File: src/rtl/multicycle_controller.sv
// multicycle_controller
//   Control FSM for the multicycle MIPS datapath. Sequences fetch, decode,
//   execute, memory and writeback for R-type, LW, SW, BEQ, BNE, ADDI, ORI
//   and J, stalling memory states on the memready handshake.
//
// Ports:
//   clk       in   rising-edge clock
//   reset     in   asynchronous active-high reset, forces FETCH
//   op[5:0]   in   opcode from the instruction register
//   memready  in   memory completes the current access this cycle
//   pcwrite, branch, bne, irwrite, iord, memwrite, regwrite, regdst,
//   memtoreg, alusrca        out  datapath selects / write enables
//   alusrcb[1:0], pcsrc[1:0], aluop[1:0]   out  datapath mux selects
//   illegal   out  one-cycle pulse in DECODE on an unrecognised opcode
module multicycle_controller (
  input  logic       clk,
  input  logic       reset,
  input  logic [5:0] op,
  input  logic       memready,
  output logic       pcwrite,
  output logic       branch,
  output logic       bne,
  output logic       irwrite,
  output logic       iord,
  output logic       memwrite,
  output logic       regwrite,
  output logic       regdst,
  output logic       memtoreg,
  output logic       alusrca,
  output logic [1:0] alusrcb,
  output logic [1:0] pcsrc,
  output logic [1:0] aluop,
  output logic       illegal
);

  localparam logic [5:0] OP_RTYPE = 6'b000000;
  localparam logic [5:0] OP_LW    = 6'b100011;
  localparam logic [5:0] OP_SW    = 6'b101011;
  localparam logic [5:0] OP_BEQ   = 6'b000100;
  localparam logic [5:0] OP_BNE   = 6'b000101;
  localparam logic [5:0] OP_ADDI  = 6'b001000;
  localparam logic [5:0] OP_ORI   = 6'b001101;
  localparam logic [5:0] OP_J     = 6'b000010;

  typedef enum logic [3:0] {
    S_FETCH   = 4'd0,
    S_DECODE  = 4'd1,
    S_MEMADR  = 4'd2,
    S_MEMRD   = 4'd3,
    S_MEMWB   = 4'd4,
    S_MEMWR   = 4'd5,
    S_RTYPEEX = 4'd6,
    S_ALUWB   = 4'd7,
    S_BEQEX   = 4'd8,
    S_BNEEX   = 4'd9,
    S_ADDIEX  = 4'd10,
    S_ORIEX   = 4'd11,
    S_IMMWB   = 4'd12,
    S_JEX     = 4'd13
  } state_t;

  state_t r_state;
  state_t w_next;
  logic   w_pcwrite;
  logic   w_irwrite;
  logic   w_memwrite;
  logic   w_regwrite;

  always_ff @(posedge clk or posedge reset) begin
    if (reset) r_state <= S_FETCH;
    else       r_state <= w_next;
  end

  // Outputs are decoded from state (Moore) so that an asynchronous reset
  // takes effect on them immediately; FETCH alone also looks at memready.
  always_comb begin
    w_next     = S_FETCH;
    w_pcwrite  = 1'b0;
    branch     = 1'b0;
    bne        = 1'b0;
    w_irwrite  = 1'b0;
    iord       = 1'b0;
    w_memwrite = 1'b0;
    w_regwrite = 1'b0;
    regdst     = 1'b0;
    memtoreg   = 1'b0;
    alusrca    = 1'b0;
    alusrcb    = 2'b00;
    pcsrc      = 2'b00;
    aluop      = 2'b00;
    illegal    = 1'b0;
    case (r_state)
      S_FETCH: begin
        alusrcb   = 2'b01;
        w_irwrite = memready;
        w_pcwrite = memready;
        w_next    = memready ? S_DECODE : S_FETCH;
      end
      S_DECODE: begin
        alusrcb = 2'b11;
        case (op)
          OP_RTYPE:     w_next = S_RTYPEEX;
          OP_LW, OP_SW: w_next = S_MEMADR;
          OP_BEQ:       w_next = S_BEQEX;
          OP_BNE:       w_next = S_BNEEX;
          OP_ADDI:      w_next = S_ADDIEX;
          OP_ORI:       w_next = S_ORIEX;
          OP_J:         w_next = S_JEX;
          default: begin
            w_next  = S_FETCH;
            illegal = 1'b1;
          end
        endcase
      end
      S_MEMADR: begin
        alusrca = 1'b1;
        alusrcb = 2'b10;
        w_next  = (op == OP_SW) ? S_MEMWR : S_MEMRD;
      end
      S_MEMRD: begin
        iord   = 1'b1;
        w_next = memready ? S_MEMWB : S_MEMRD;
      end
      S_MEMWB: begin
        memtoreg   = 1'b1;
        w_regwrite = 1'b1;
        w_next     = S_FETCH;
      end
      S_MEMWR: begin
        iord       = 1'b1;
        w_memwrite = 1'b1;
        w_next     = memready ? S_FETCH : S_MEMWR;
      end
      S_RTYPEEX: begin
        alusrca = 1'b1;
        aluop   = 2'b10;
        w_next  = S_ALUWB;
      end
      S_ALUWB: begin
        regdst     = 1'b1;
        w_regwrite = 1'b1;
        w_next     = S_FETCH;
      end
      S_BEQEX: begin
        alusrca = 1'b1;
        aluop   = 2'b01;
        pcsrc   = 2'b01;
        branch  = 1'b1;
        w_next  = S_FETCH;
      end
      S_BNEEX: begin
        alusrca = 1'b1;
        aluop   = 2'b01;
        pcsrc   = 2'b01;
        bne     = 1'b1;
        w_next  = S_FETCH;
      end
      S_ADDIEX: begin
        alusrca = 1'b1;
        alusrcb = 2'b10;
        aluop   = 2'b00;
        w_next  = S_IMMWB;
      end
      S_ORIEX: begin
        alusrca = 1'b1;
        alusrcb = 2'b10;
        aluop   = 2'b11;
        w_next  = S_IMMWB;
      end
      S_IMMWB: begin
        w_regwrite = 1'b1;
        w_next     = S_FETCH;
      end
      S_JEX: begin
        pcsrc     = 2'b10;
        w_pcwrite = 1'b1;
        w_next    = S_FETCH;
      end
      default: w_next = S_FETCH;
    endcase
  end

  // Write strobes are gated by reset so nothing is written while it is held.
  assign pcwrite  = w_pcwrite  & ~reset;
  assign irwrite  = w_irwrite  & ~reset;
  assign memwrite = w_memwrite & ~reset;
  assign regwrite = w_regwrite & ~reset;

endmodule
File: config.mk
export PLATFORM = sky130hd
export DESIGN_NAME = multicycle_controller
export DESIGN_NICKNAME = d
export VERILOG_FILES = /design/src/rtl/multicycle_controller.sv
export SDC_FILE = /design/constraint.sdc
export NUM_CORES = 1
export LEC_CHECK = 0
export BUFFER_PORTS_ARGS = -buffer_cell sky130_fd_sc_hd__buf_2
export CORE_AREA = 2 2 39 41
export CTS_BUF_LIST = sky130_fd_sc_hd__clkbuf_4 sky130_fd_sc_hd__clkbuf_8
export CTS_CLUSTER_DIAMETER = 30
export DETAILED_ROUTE_END_ITERATION = 12
export DIE_AREA = 0 0 41 43
export HOLD_SLACK_MARGIN = 0.08
export PLACE_DENSITY = 0.79
export SYNTH_ARGS = -nofsm -noshare
export SYNTH_HDL_FRONTEND = slang
export SYNTH_SLANG_ARGS = --single-unit
File: constraint.sdc
create_clock -name clk -period 1.36 [get_ports clk]
set_input_delay 0.136 -clock clk [delete_from_list [all_inputs] [get_ports clk]]
set_output_delay 0.136 -clock clk [all_outputs]
set_load 0.05 [all_outputs]
* After elaboration in Yosys (flattened, before gate mapping)
Cells that the tools add are included.
** Word-level totals
- Register bits after elaboration :: 4
- Input bits :: 9
- Output and inout port bits :: 17
- Word-level logic and storage cells :: 57
** Cells by class
- Equality and inequality tests :: 20
- Multiplexer cells :: 21
- Bitwise logic cells :: 5
- Reductions and logical operators :: 10
** Operators with widths (count)
- 4-bit case mux with 7 select lines :: 2
- 4-bit == test (second input constant) :: 6
- 4-bit by 3-bit == test with 1-bit output (second input constant) :: 4
- 6-bit by 3-bit == test with 1-bit output (second input constant) :: 2
- 6-bit by 4-bit == test with 1-bit output (second input constant) :: 2
- 6-bit == test (second input constant) :: 2
- 1-bit two-way mux :: 12
- 2-bit case mux with 3 select lines :: 2
- 3-bit two-way mux :: 3
- 4-bit by 2-bit == test with 1-bit output (second input constant) :: 2
- 2-bit OR reduction :: 4
- 8-bit OR reduction :: 1
- 6-bit by 2-bit == test with 1-bit output (second input constant) :: 1
- 6-bit zero test :: 1
- 3-bit OR reduction :: 2
- 6-bit OR reduction :: 1
- 1-bit AND :: 4
- 4-bit by 1-bit == test with 1-bit output (second input constant) :: 1
- 4-bit zero test :: 1
- 2-bit case mux with 2 select lines :: 1
- 1-bit case mux with 2 select lines :: 1
- 1-bit NOT :: 1

* Longest topological paths before layout
Gate-level depths: netlist of the first run.
- Depth after elaboration :: 4
- Mapped depth :: 5
- Mapped depth without buffers :: 4

* Worst setup path before layout of the first run
No wires, ideal clock.
- Path kind :: reg-to-output
- Start point :: register r_state[0]
- End point :: output irwrite
- Data arrival time :: 2231 ps
- Required time :: 1224 ps
- Path slack :: -1007 ps
- Cell stages (with the launch flop) :: 4
- Buffers on the path :: 2
- Cell sequence :: dfrtp_1 -> buf_4 -> buf_2 -> nor4_1
** Between the ends
- Cells in the longest elaborated chain, start to end :: 3
** Ends and longest elaborated chain
- start: declaration :: line 62 : state_t r_state;
- start signal: assignment :: line 71 : else r_state <= w_next;
- 4-bit zero test :: line 92 : case (r_state)
- 1-bit two-way mux :: line 92
- 1-bit AND :: line 185 : assign irwrite = w_irwrite & ~reset;
- end: declaration :: line 23 : output logic irwrite,
Every way passes these cells.

* Worst setup path after layout of the first run
- Start point :: register r_state[2]
- End point :: output pcwrite
** Between the ends
- Cells in the longest elaborated chain, start to end :: 3
- Elaborated cells on any way between the ends :: 4
- Those cells by class :: eq/ne: 1; mux: 1; bitwise: 1; reduce/logical: 1
** Ends and longest elaborated chain
- 4-bit == test or 4-bit zero test (tied branches) :: line 92
- 1-bit case mux with 2 select lines (*) :: line 92
- 1-bit AND (*) :: line 184 : assign pcwrite = w_pcwrite & ~reset;
- end: declaration :: line 20 : output logic pcwrite,
Every way passes the cells marked *; elsewhere a longest branch is shown, timed or not.

==> metrics.md, run 1 <==
| Metric | Value |
|---|---|
| CTS Root Cell | `clkbuf_4` |
| Avg WL per Cell | `22.3 µm` |
| Diode count | `0` |
| Area Overhead vs Synth | `111%` |
| Crit path buf inv count | `1` |
| Synth Area in Compound Gates | `16.6%` |
| Routed Antenna Nets | `0` |
| Clock slew at reported path FFs | `0.04 ns` |
| Max Clk Rate | `0.587 GHz` |
| 1st-iter DRT viols | `71` |
| Sequential share of the synthesized area | `16.2%` |
| Number of global-route vias before repair | `913` |
| Post-synth top area cell | `dfrtp_1` |
| Via count | `975` |
| Yosys warnings | `0` |
| Post-Synth XOR/XNOR Area | `4.24%` |
| First-pass GRT wire length | `4.18 mm` |
| HP Class | `input pin to flop` |
| Synth Area in Simple Gates | `47.5%` |
| Hold WS | `0.171 ns` |
| # nets final | `144` |
| Syn Nets | `93` |
| Dpl hpwl | `1.50 mm` |
| Biggest regs | `r_state: 4 flops` |
| Drt first pass iters | `4` |
| Initial core utilization | `44.8%` |
| Top cell type's share of synthesized area | `16.2%` |
| Clk buf depth | `2` |
| Total of max-cap violations | `0` |
| Cell count after synthesis | `84` |
| Final setup vio count | `18` |
| H-tree levels | `1` |
| Peak supply drop | `1.42 mV` |
| Synth unique cells | `34` |
| # DRC | `0` |
| IO Port Bufs | `25` |
| Final Hold Fails | `0` |
| TritonCTS Buffers | `3` |
| Layout Skew | `0.00193 ns` |
| Num rows | `14` |
| Synth Register Bits | `4` |
| Commonest cells after routing, fill and taps aside | `buf_6 (21), buf_4 (18), buf_2 (8)` |
| Overall die width | `41 µm` |
| Final worst slack | `-0.345 ns` |
| Syn Area/Cell | `7.37 µm²` |
| Startpoint Class | `flop` |
| Crit path DAT | `1.57 ns` |
| Commonest non-fill, non-tap cell in the layout | `buf_6` |
| Layout cells sized above 1 | `69.2%` |
| Pre-CTS setup slack | `-0.120 ns` |
| Crit. End Element | `output pin` |
| Tmin final | `1.70 ns` |
| Grt total ovfl | `0` |
| Pleak | `0.549 nW` |
| Async S/R FF share, synth | `100%` |
| Adder-cell share of the synthesized area | `0%` |
| Post-synthesis mux area share | `6.87%` |
| Mapped Area | `619 µm²` |
| Slew HR | `70.9%` |
| Largest family of logic cells by synthesized area | `simple AND/OR/NAND/NOR gates` |
| CP max stage cell | `dfrtp_2` |
| Status | `finished, violations left` |
| Failing checks | `setup timing` |
| Die height | `43 µm` |
| CTS tree | `done` |
| Die area | `1760 µm²` |
| Slew Viols, Final | `0` |
| Routed wire length | `3.32 mm` |
| Number of flops mapped to enable cells by yosys | `0` |
| Largest net degree at the start of global routing | `10` |
| Number of flip-flops in the largest register | `4` |
| Power Density | `1750 nW/µm²` |
| Antenna violations before repair | `0` |
| Critical path type | `flop to output pin` |
| Crit-path max cell delay | `0.46 ns` |
| Clock latency on the worst-skew pair | `0.26 ns` |
| Worst path top cell family by delay | `flip-flops` |
| Biggest register | `r_state` |
| Worst-margin pin slew | `0.434 ns` |
| GRT Resource Usage Total | `36.5%` |
| Cell Chain, Critical Path | `nor2_4, nand2_2, mux2_4, nor3_4, buf_6` |
| Core box area | `1380 µm²` |
| RSZ-0062 raised after global routing | `yes` |
| # IOs | `26` |
| DR vias/cell | `6.54` |
| CP Max Fanout | `6` |
| Main synth FF type | `dfrtp_1` |
| Clk sink count | `4` |
| WP data required | `1.22 ns` |
| Top cells by area, synth | `dfrtp_1 (16%), nor2_1 (7.9%), nand3_1 (5.7%)` |
| GP Congestion | `0.807` |
| Tcrit/Tclk final | `125%` |
-- final timing paths --
check                      startpoint         end  slack, ns  cells past startpoint
min in group asynchronous       reset  r_state[1]       0.52                      4
max in group asynchronous       reset  r_state[3]       0.72                      4
hold reg to reg            r_state[3]  r_state[0]       0.72                      2
hold / removal                  op[4]  r_state[1]       0.17                      2
setup reg to reg           r_state[2]  r_state[2]      -0.23                      7
setup / recovery           r_state[2]     pcwrite      -0.34                      5
-- worst register-to-register path, cell delays in order, from the launching register on --
cell	delay, ns
dfrtp_2	0.44
buf_4	0.14
nand2b_1	0.08
buf_6	0.15
buf_4	0.14
o31ai_1	0.29
a22oi_1	0.18
nand3_1	0.09
-- kinds of logic (layout without fill, tap and decap cells) --
logic type / Yosys count / after routing
AND/OR/NAND/NOR: 49 / 49
XOR/XNOR: 3 / 3
buffers and inverters: 9 / 58
flip-flops: 4 / 4
AO/OA/AOI/OAI: 15 / 15
multiplexers: 4 / 4
-- layer usage --
| layer | track usage (%) | wire, µm | up-vias |
|---|---|---|---|
| li1 | - | - | 403 |
| met1 | 38.8 | 1070 | 446 |
| met2 | 61.9 | 1750 | 98 |
| met3 | 7.33 | 292 | 28 |
| met4 | 20.7 | 202 | 0 |
| met5 | 0 | 0 | - |
-- power breakdown --
group / switching, mW / total [mW] / internal, mW
clock network: 0.0704 / 0.171 / 0.100
registers: 0.0875 / 0.241 / 0.153
logic: 1.07 / 1.88 / 0.814
-- cell type report --
type	count	area [µm²]
clock buffers	3	22.5
fillers	38	75.1
inverters	2	10.0
multi-input cells	71	651
flip-flops and latches	4	104
well taps	16	20.0
repair buffers	53	502
-- per-stage QoR --
step / power [mW] / utilization [%] / cell area [µm²] / setup TNS [ns] / std cells
6_report: 2.29 / 94.6 / 1310 / -3.26 / 149
5_1_grt: 2.37 / 94.6 / 1310 / -3.95 / 149
4_1_cts: 2.09 / 91.1 / 1260 / -1.88 / 149
3_5_place_dp: 1.61 / 72.2 / 1000 / -0.538 / 138
3_3_place_gp: 1.57 / 72.2 / 1000 / -0.317 / 138
2_1_floorplan: 1.21 / - / 738 / -0.969 / 84
-- synthesized netlist by cell type (2+ instances only) --
master / n
nand3_1: 7
nand2_1: 6
buf_4: 2
o31ai_1: 3
nor2_1: 13
mux2_2: 2
nor3_2: 2
dfrtp_1: 4
a22oi_1: 2
o22ai_1: 2
buf_2: 4
mux2i_1: 2
a21oi_1: 2
nand2b_1: 3
o21ai_1: 2
nand3b_1: 2
nor3_1: 6
nor2b_1: 2
xnor2_1: 3
-- what timing repair did --
| item | 4_1_cts | 5_1_grt |
|---|---|---|
| gates resized for setup | 51 | 12 |
| pin swaps | 4 | 4 |
| buffers inserted | 7 | 1 |
| hold buffers | 1 | 0 |
| endpoints found under the setup margin | 19 | 20 |
| endpoints found under the hold margin | 4 | 0 |
(Power assumes the default switching activity.)
==> run 2: changes to the inputs <==
- CORE_AREA: 2 2 39 41 -> unset
- CORE_MARGIN: unset -> 2
- CORE_UTILIZATION: unset -> 44
- DIE_AREA: 0 0 41 43 -> unset
- PLACE_DENSITY: 0.79 -> 0.78
- clock period: 1.36 -> 1.4 ns (I/O delays scaled with it)
==> run 2 against run 1 <==
Net effect:
- the run still ends with setup timing left
- critical path depth shrank 1
- via count fell by 5.2%
- global-route usage is 1.7 points lower
- worst hold slack improved by 0.032 ns
- flip-flop and latch count unchanged
- sequential power is 7% lower
- worst setup slack better by 0.074 ns
- clock skew increased by 0.0054 ns
- die area down 2.2%
- combinational power decreased by 7%
- final cell count down 4.0%
- largest cell class unchanged
- largest power group unchanged
==> metrics.md, run 2 (same netlist as run 1, synthesis figures left out) <==
| Metric | Value |
|---|---|
| Slew Viols, Final | `0 (unchanged)` |
| Pint | `1.00 mW (-6.2%)` |
| Via count | `924 (-5.2%)` |
| Clock latency on the worst-skew pair | `0.24 ns (-0.02 ns)` |
| Max Clk Rate | `0.599 GHz` |
| Status | `finished, violations left` |
| Drt first pass iters | `4 (unchanged)` |
| WP data required | `1.26 ns (+0.04 ns)` |
| Final Core Density | `94.2% (-0.34 points)` |
| Routed wire length | `3.19 mm (-3.9%)` |
| Diode count | `0 (unchanged)` |
| Startpoint Class | `flop` |
| Clock slew at reported path FFs | `0.05 ns (about the same)` |
| RSZ-0062 raised after global routing | `yes` |
| Crit path DAT | `1.53 ns (-0.04 ns)` |
| Clock Power Share | `7.1% (-0.3 points)` |
| Peak supply drop | `1.35 mV (-5.5%)` |
| Sw Share | `53.0% (-0.44 points)` |
| # IOs | `26 (unchanged)` |
| Area Overhead vs Synth | `98.0%` |
| Final Cell Area | `1230 µm² (-6.3%)` |
| Number of global-route vias before repair | `868 (-4.9%)` |
| GP Congestion | `0.886 (+9.8%)` |
| Core box area | `1300 µm² (-6.0%)` |
| CTS tree | `done` |
| Layout Skew | `0.00730 ns (+0.00536 ns)` |
| TritonCTS Buffers | `3 (unchanged)` |
| Slew HR | `72.7% (+1.9 points)` |
| Total of max-cap violations | `0 (unchanged)` |
| Dpl hpwl | `1.55 mm (+3.4%)` |
| Die area | `1720 µm² (-2.2%)` |
| Grt total ovfl | `0 (unchanged)` |
| Post-DP Area | `961 µm² (-3.9%)` |
| Critical path type | `flop to output pin` |
| Overall die width | `41.5 µm (+1.3%)` |
| Final worst slack | `-0.271 ns (+0.0742 ns)` |
| GRT Resource Usage Total | `34.8% (-1.7 points)` |
| Biggest regs | `r_state: 4 flops` |
| Largest net degree at the start of global routing | `13 (+3)` |
| Dpl cells | `135 (-2.2%)` |
| Final std cells w/o fill | `143 (-4.0%)` |
| Worst-margin pin slew | `0.406 ns (-0.0278 ns)` |
| Tot Pwr | `2.13 mW (-7.1%)` |
| Final Hold Fails | `0 (unchanged)` |
| Initial core utilization | `47.6% (+2.8 points)` |
| Pre-CTS setup slack | `-0.115 ns (+0.00437 ns)` |
| IO Port Bufs | `25 (unchanged)` |
| DR vias/cell | `6.46 (-1.3%)` |
| # nets final | `139 (-3.5%)` |
| Layout cells sized above 1 | `65.6% (-3.5 points)` |
| CP Max Fanout | `7 (+1)` |
| Number of flip-flops in the largest register | `4 (unchanged)` |
| Routed Antenna Nets | `0 (unchanged)` |
| Post-Route Setup TNS | `-1.93 ns (+1.33 ns)` |
| Tcrit/Tclk final | `119%` |
| Clk sink count | `4 (unchanged)` |
| Commonest cells after routing, fill and taps aside | `buf_4 (19), buf_6 (17), buf_2 (8)` |
| Tmin final | `1.67 ns` |
| First-pass GRT wire length | `4.57 mm (+9.2%)` |
| Combinational power share | `82.3% (+0.2 points)` |
| 1st-iter DRT viols | `69 (-2.8%)` |
| Power Density | `1740 nW/µm² (-0.85%)` |
| Avg WL per Cell | `22.3 µm (+0.18%)` |
| # DRC | `0 (unchanged)` |
| Failing checks | `setup timing` |
| Final setup vio count | `16 (-2)` |
| H-tree levels | `1 (unchanged)` |
| Pleak | `0.499 nW (-9.2%)` |
| Seq pwr share | `10.5% (about the same)` |
| Biggest register | `r_state` |
| Hold WS | `0.203 ns (+0.0319 ns)` |
| CTS Root Cell | `clkbuf_4` |
| Clk buf depth | `2 (unchanged)` |
| Net switching power | `1.13 mW (-7.9%)` |
| Die height | `41.5 µm (-3.5%)` |
| HP Class | `input pin to flop` |
| Commonest non-fill, non-tap cell in the layout | `buf_4` |
| Crit. End Element | `output pin` |
| Num rows | `13 (-1)` |
| Antenna violations before repair | `0 (unchanged)` |
run 2: cell type report:
class                           instances  area, µm²
Clock buffer                            3       22.5
Fill cell                              42       75.1
Inverter                                2       10.0
Multi-Input combinational cell         71        637
Sequential cell                         4        104
Tap cell                               15       18.8
Timing Repair Buffer                   48        434
run 2: path summary, 6_finish.rpt:
path / from / endpoint / slack [ns] / cells after the start
worst max-delay path: r_state[3] / regwrite / -0.27 / 4
worst min-delay path: op[4] / r_state[1] / 0.20 / 2
worst max register to register: r_state[1] / r_state[0] / -0.03 / 6
worst min register to register: r_state[3] / r_state[0] / 0.74 / 2
max in group asynchronous: reset / r_state[2] / 0.68 / 3
min in group asynchronous: reset / r_state[1] / 0.50 / 3
run 2: power groups by stage:
stage	clock network, mW	registers (mW)	logic (mW)
floorplan	0	0.159	0.988
global placement	0	0.206	1.25
detailed placement	0	0.205	1.28
CTS	0.142	0.209	1.57
global route	0.159	0.228	1.80
finish	0.152	0.225	1.75
run 2: repair_timing:
item / in CTS / in global routing
setup buffers: 2 / 2
hold endpoints to repair: 4 / 0
gates resized for setup: 45 / 12
setup endpoints to repair: 17 / 18
hold buffers: 1 / 0
pin swaps: 3 / 3
run 2: worst max-delay path: stages (launching register included):
cell and delay [ns]:
dfrtp_2 0.46, nand2b_2 0.25, mux2i_1 0.18, and3_1 0.23
buf_6 0.17
run 2: per-layer routing:
metal,vias to the layer above,routed length [µm],global-route usage (%)
li1,392,-,-
met3,12,275,6.09
met2,77,1650,58.8
met5,-,0,0
met4,0,93,13.5
met1,443,1180,43.8
==> run 3: changes to the inputs <==
- CORE_AREA: unset -> 2 2 39 41
- CORE_MARGIN: 2 -> unset
- CORE_UTILIZATION: 44 -> unset
- DIE_AREA: unset -> 0 0 41 43
- PLACE_DENSITY: 0.78 -> 0.79
- clock period: 1.4 -> 1.6 ns (I/O delays scaled with it)
==> run 3 against run 2 <==
Net effect:
- first-iteration DRC count down 61%
- critical path depth increased by 1
- die area up 2.3%
- largest power group unchanged
- the run still ends with setup timing left
- worst setup slack better by 0.26 ns
- count of clock-buffer cells in the layout unchanged
- core utilization shrank 21 points
==> metrics.md, run 3 (same netlist as run 1, synthesis figures left out) <==
| Metric | Value |
|---|---|
| Total of max-cap violations | `0 (unchanged)` |
| Routed wire length | `1.96 mm (-39%)` |
| CTS Root Cell | `clkbuf_4` |
| Biggest register | `r_state` |
| TritonCTS Buffers | `3 (unchanged)` |
| Final Hold Fails | `0 (unchanged)` |
| H-tree levels | `1 (unchanged)` |
| Layout Skew | `0.00526 ns (-0.00203 ns)` |
| Hold Path Cell Cnt | `2 (unchanged)` |
| Slew HR | `83.2% (+11 points)` |
| First-pass GRT wire length | `2.80 mm (-39%)` |
| Dpl hpwl | `1.28 mm (-17%)` |
| M1 GR Usage | `24.9% (-19 points)` |
| Avg WL per Cell | `14.1 µm (-37%)` |
| Critical path type | `flop to output pin` |
| Tcrit/Tclk final | `101%` |
| HP Class | `input pin to flop` |
| GRT Resource Usage Total | `23.1% (-12 points)` |
| Drt first pass iters | `4 (unchanged)` |
| Core box area | `1380 µm² (+6.3%)` |
| Crit. End Element | `output pin` |
| Overall die width | `41 µm (-1.2%)` |
| Initial core utilization | `44.8% (-2.8 points)` |
| Number of flip-flops in the largest register | `4 (unchanged)` |
| Failing checks | `setup timing` |
| Diode count | `0 (unchanged)` |
| CTS tree | `done` |
| Reg2reg path depth | `6 (unchanged)` |
| Peak supply drop | `0.684 mV (-49%)` |
| Clock slew at reported path FFs | `0.04 ns (about the same)` |
| Clk buf depth | `2 (unchanged)` |
| Number of global-route vias before repair | `685 (-21%)` |
| Layout cells sized above 1 | `56.1% (-9.5 points)` |
| Grt total ovfl | `0 (unchanged)` |
| DR vias/cell | `5.61 (-13%)` |
| Antenna violations before repair | `0 (unchanged)` |
| Die height | `43 µm (+3.6%)` |
| Crit-path max cell delay | `0.45 ns (about the same)` |
| RSZ-0062 raised after global routing | `yes` |
| Cell Chain, Critical Path | `nor2_4, nand2_2, mux2_4, nor3_4, buf_6` |
| Slew Viols, Final | `0 (unchanged)` |
| Status | `finished, violations left` |
| # IOs | `26 (unchanged)` |
| Final setup vio count | `1 (-15)` |
| IO Port Bufs | `25 (unchanged)` |
| Commonest non-fill, non-tap cell in the layout | `buf_4` |
| Final worst slack | `-0.0100 ns (+0.261 ns)` |
| GP Congestion | `0.844 (-4.8%)` |
| Final Cell Area | `1010 µm² (-18%)` |
| Power Density | `1400 nW/µm² (-20%)` |
| Post-DP Area | `797 µm² (-17%)` |
| Commonest cells after routing, fill and taps aside | `buf_4 (18), buf_2 (13), nor2_1 (11)` |
| Clk sink count | `4 (unchanged)` |
| Routed Antenna Nets | `0 (unchanged)` |
| Crit path DAT | `1.45 ns (-0.08 ns)` |
| 1st-iter DRT viols | `27 (-61%)` |
| Largest net degree at the start of global routing | `14 (+1)` |
| # nets final | `134 (-3.6%)` |
| Layer with the highest usage | `met2` |
| # DRC | `0 (unchanged)` |
| Num rows | `14 (+1)` |
| Startpoint Class | `flop` |
| Biggest regs | `r_state: 4 flops` |
| Post-Route Setup TNS | `-0.0100 ns (+1.92 ns)` |
| CP max stage cell | `dfrtp_2` |
| Clock latency on the worst-skew pair | `0.23 ns (about the same)` |
| M3 GR Usage | `3.66% (-2.4 points)` |
| Pleak | `0.449 nW (-10%)` |
| Max Clk Rate | `0.621 GHz` |
| GR Util met2 | `40.0% (-19 points)` |
| Die area | `1760 µm² (+2.3%)` |
| Worst-margin pin slew | `0.251 ns (-0.155 ns)` |
| Tmin final | `1.61 ns` |
| Via count | `780 (-16%)` |
| Area Overhead vs Synth | `63.2%` |
| WP data required | `1.44 ns (+0.18 ns)` |
| CP Max Fanout | `6 (-1)` |
-- run 3: path summary, 6_finish.rpt --
path | startpoint | to | slack (ns)
min | op[4] | r_state[1] | 0.21
max | r_state[3] | pcwrite | -0.01
min in group asynchronous | reset | r_state[3] | 0.40
min reg2reg | r_state[2] | r_state[3] | 0.67
max in group asynchronous | reset | r_state[0] | 1.06
max reg2reg | r_state[2] | r_state[1] | 0.12
-- run 3: final cells by class --
| type | count | area [µm²] |
|---|---|---|
| inverter | 2 | 7.51 |
| multi-input combinational | 71 | 526 |
| sequential | 4 | 105 |
| fill | 94 | 373 |
| timing repair buffer | 43 | 330 |
| tap | 16 | 20.0 |
| clock buffer | 3 | 22.5 |
-- run 3: where the power goes --
group | switching [mW] | total (mW) | leakage, nW | internal (mW)
clock network | 0.0401 | 0.124 | 0.0138 | 0.0838
registers | 0.0701 | 0.202 | 0.0474 | 0.132
logic | 0.667 | 1.09 | 0.388 | 0.420
total | 0.778 | 1.41 | 0.449 | 0.636
-- run 3: worst max-delay path, delay by kind of cell (launching register included) --
kind | cells | cell delay [ns]
multiplexers | 1 | 0.28
flip-flops | 1 | 0.45
buffers and inverters | 1 | 0.18
AND/OR/NAND/NOR | 3 | 0.32
-- run 3: per-stage QoR --
stage / utilization (%) / power [mW] / hold WS [ns] / std cells / worst slack [ns]
finish: 73.1 / 1.41 / 0.206 / 139 / -0.0100
global route: 73.1 / 1.49 / 0.218 / 139 / -0.0506
CTS: 66.9 / 1.32 / 0.203 / 136 / -0.0380
detailed placement: 57.6 / 1.09 / 0.111 / 125 / 0.0666
global placement: 57.6 / 1.07 / 0.102 / 125 / 0.127
floorplan: - / 0.902 / -0.0686 / 84 / -0.338
-- run 3: what timing repair did --
action / in CTS / in global routing
endpoints found under the setup margin: 12 / 15
gates resized for setup: 17 / 24
hold buffers: 1 / 0
setup buffers: 7 / 3
pin swaps: 3 / 4
endpoints found under the hold margin: 4 / 0
-- run 3: routing by layer --
layer / share of wire (%) / wire length [µm]
met5: 0 / 0
met1: 38 / 740
met2: 57 / 1120
met3: 5.0 / 98
met4: 0 / 0
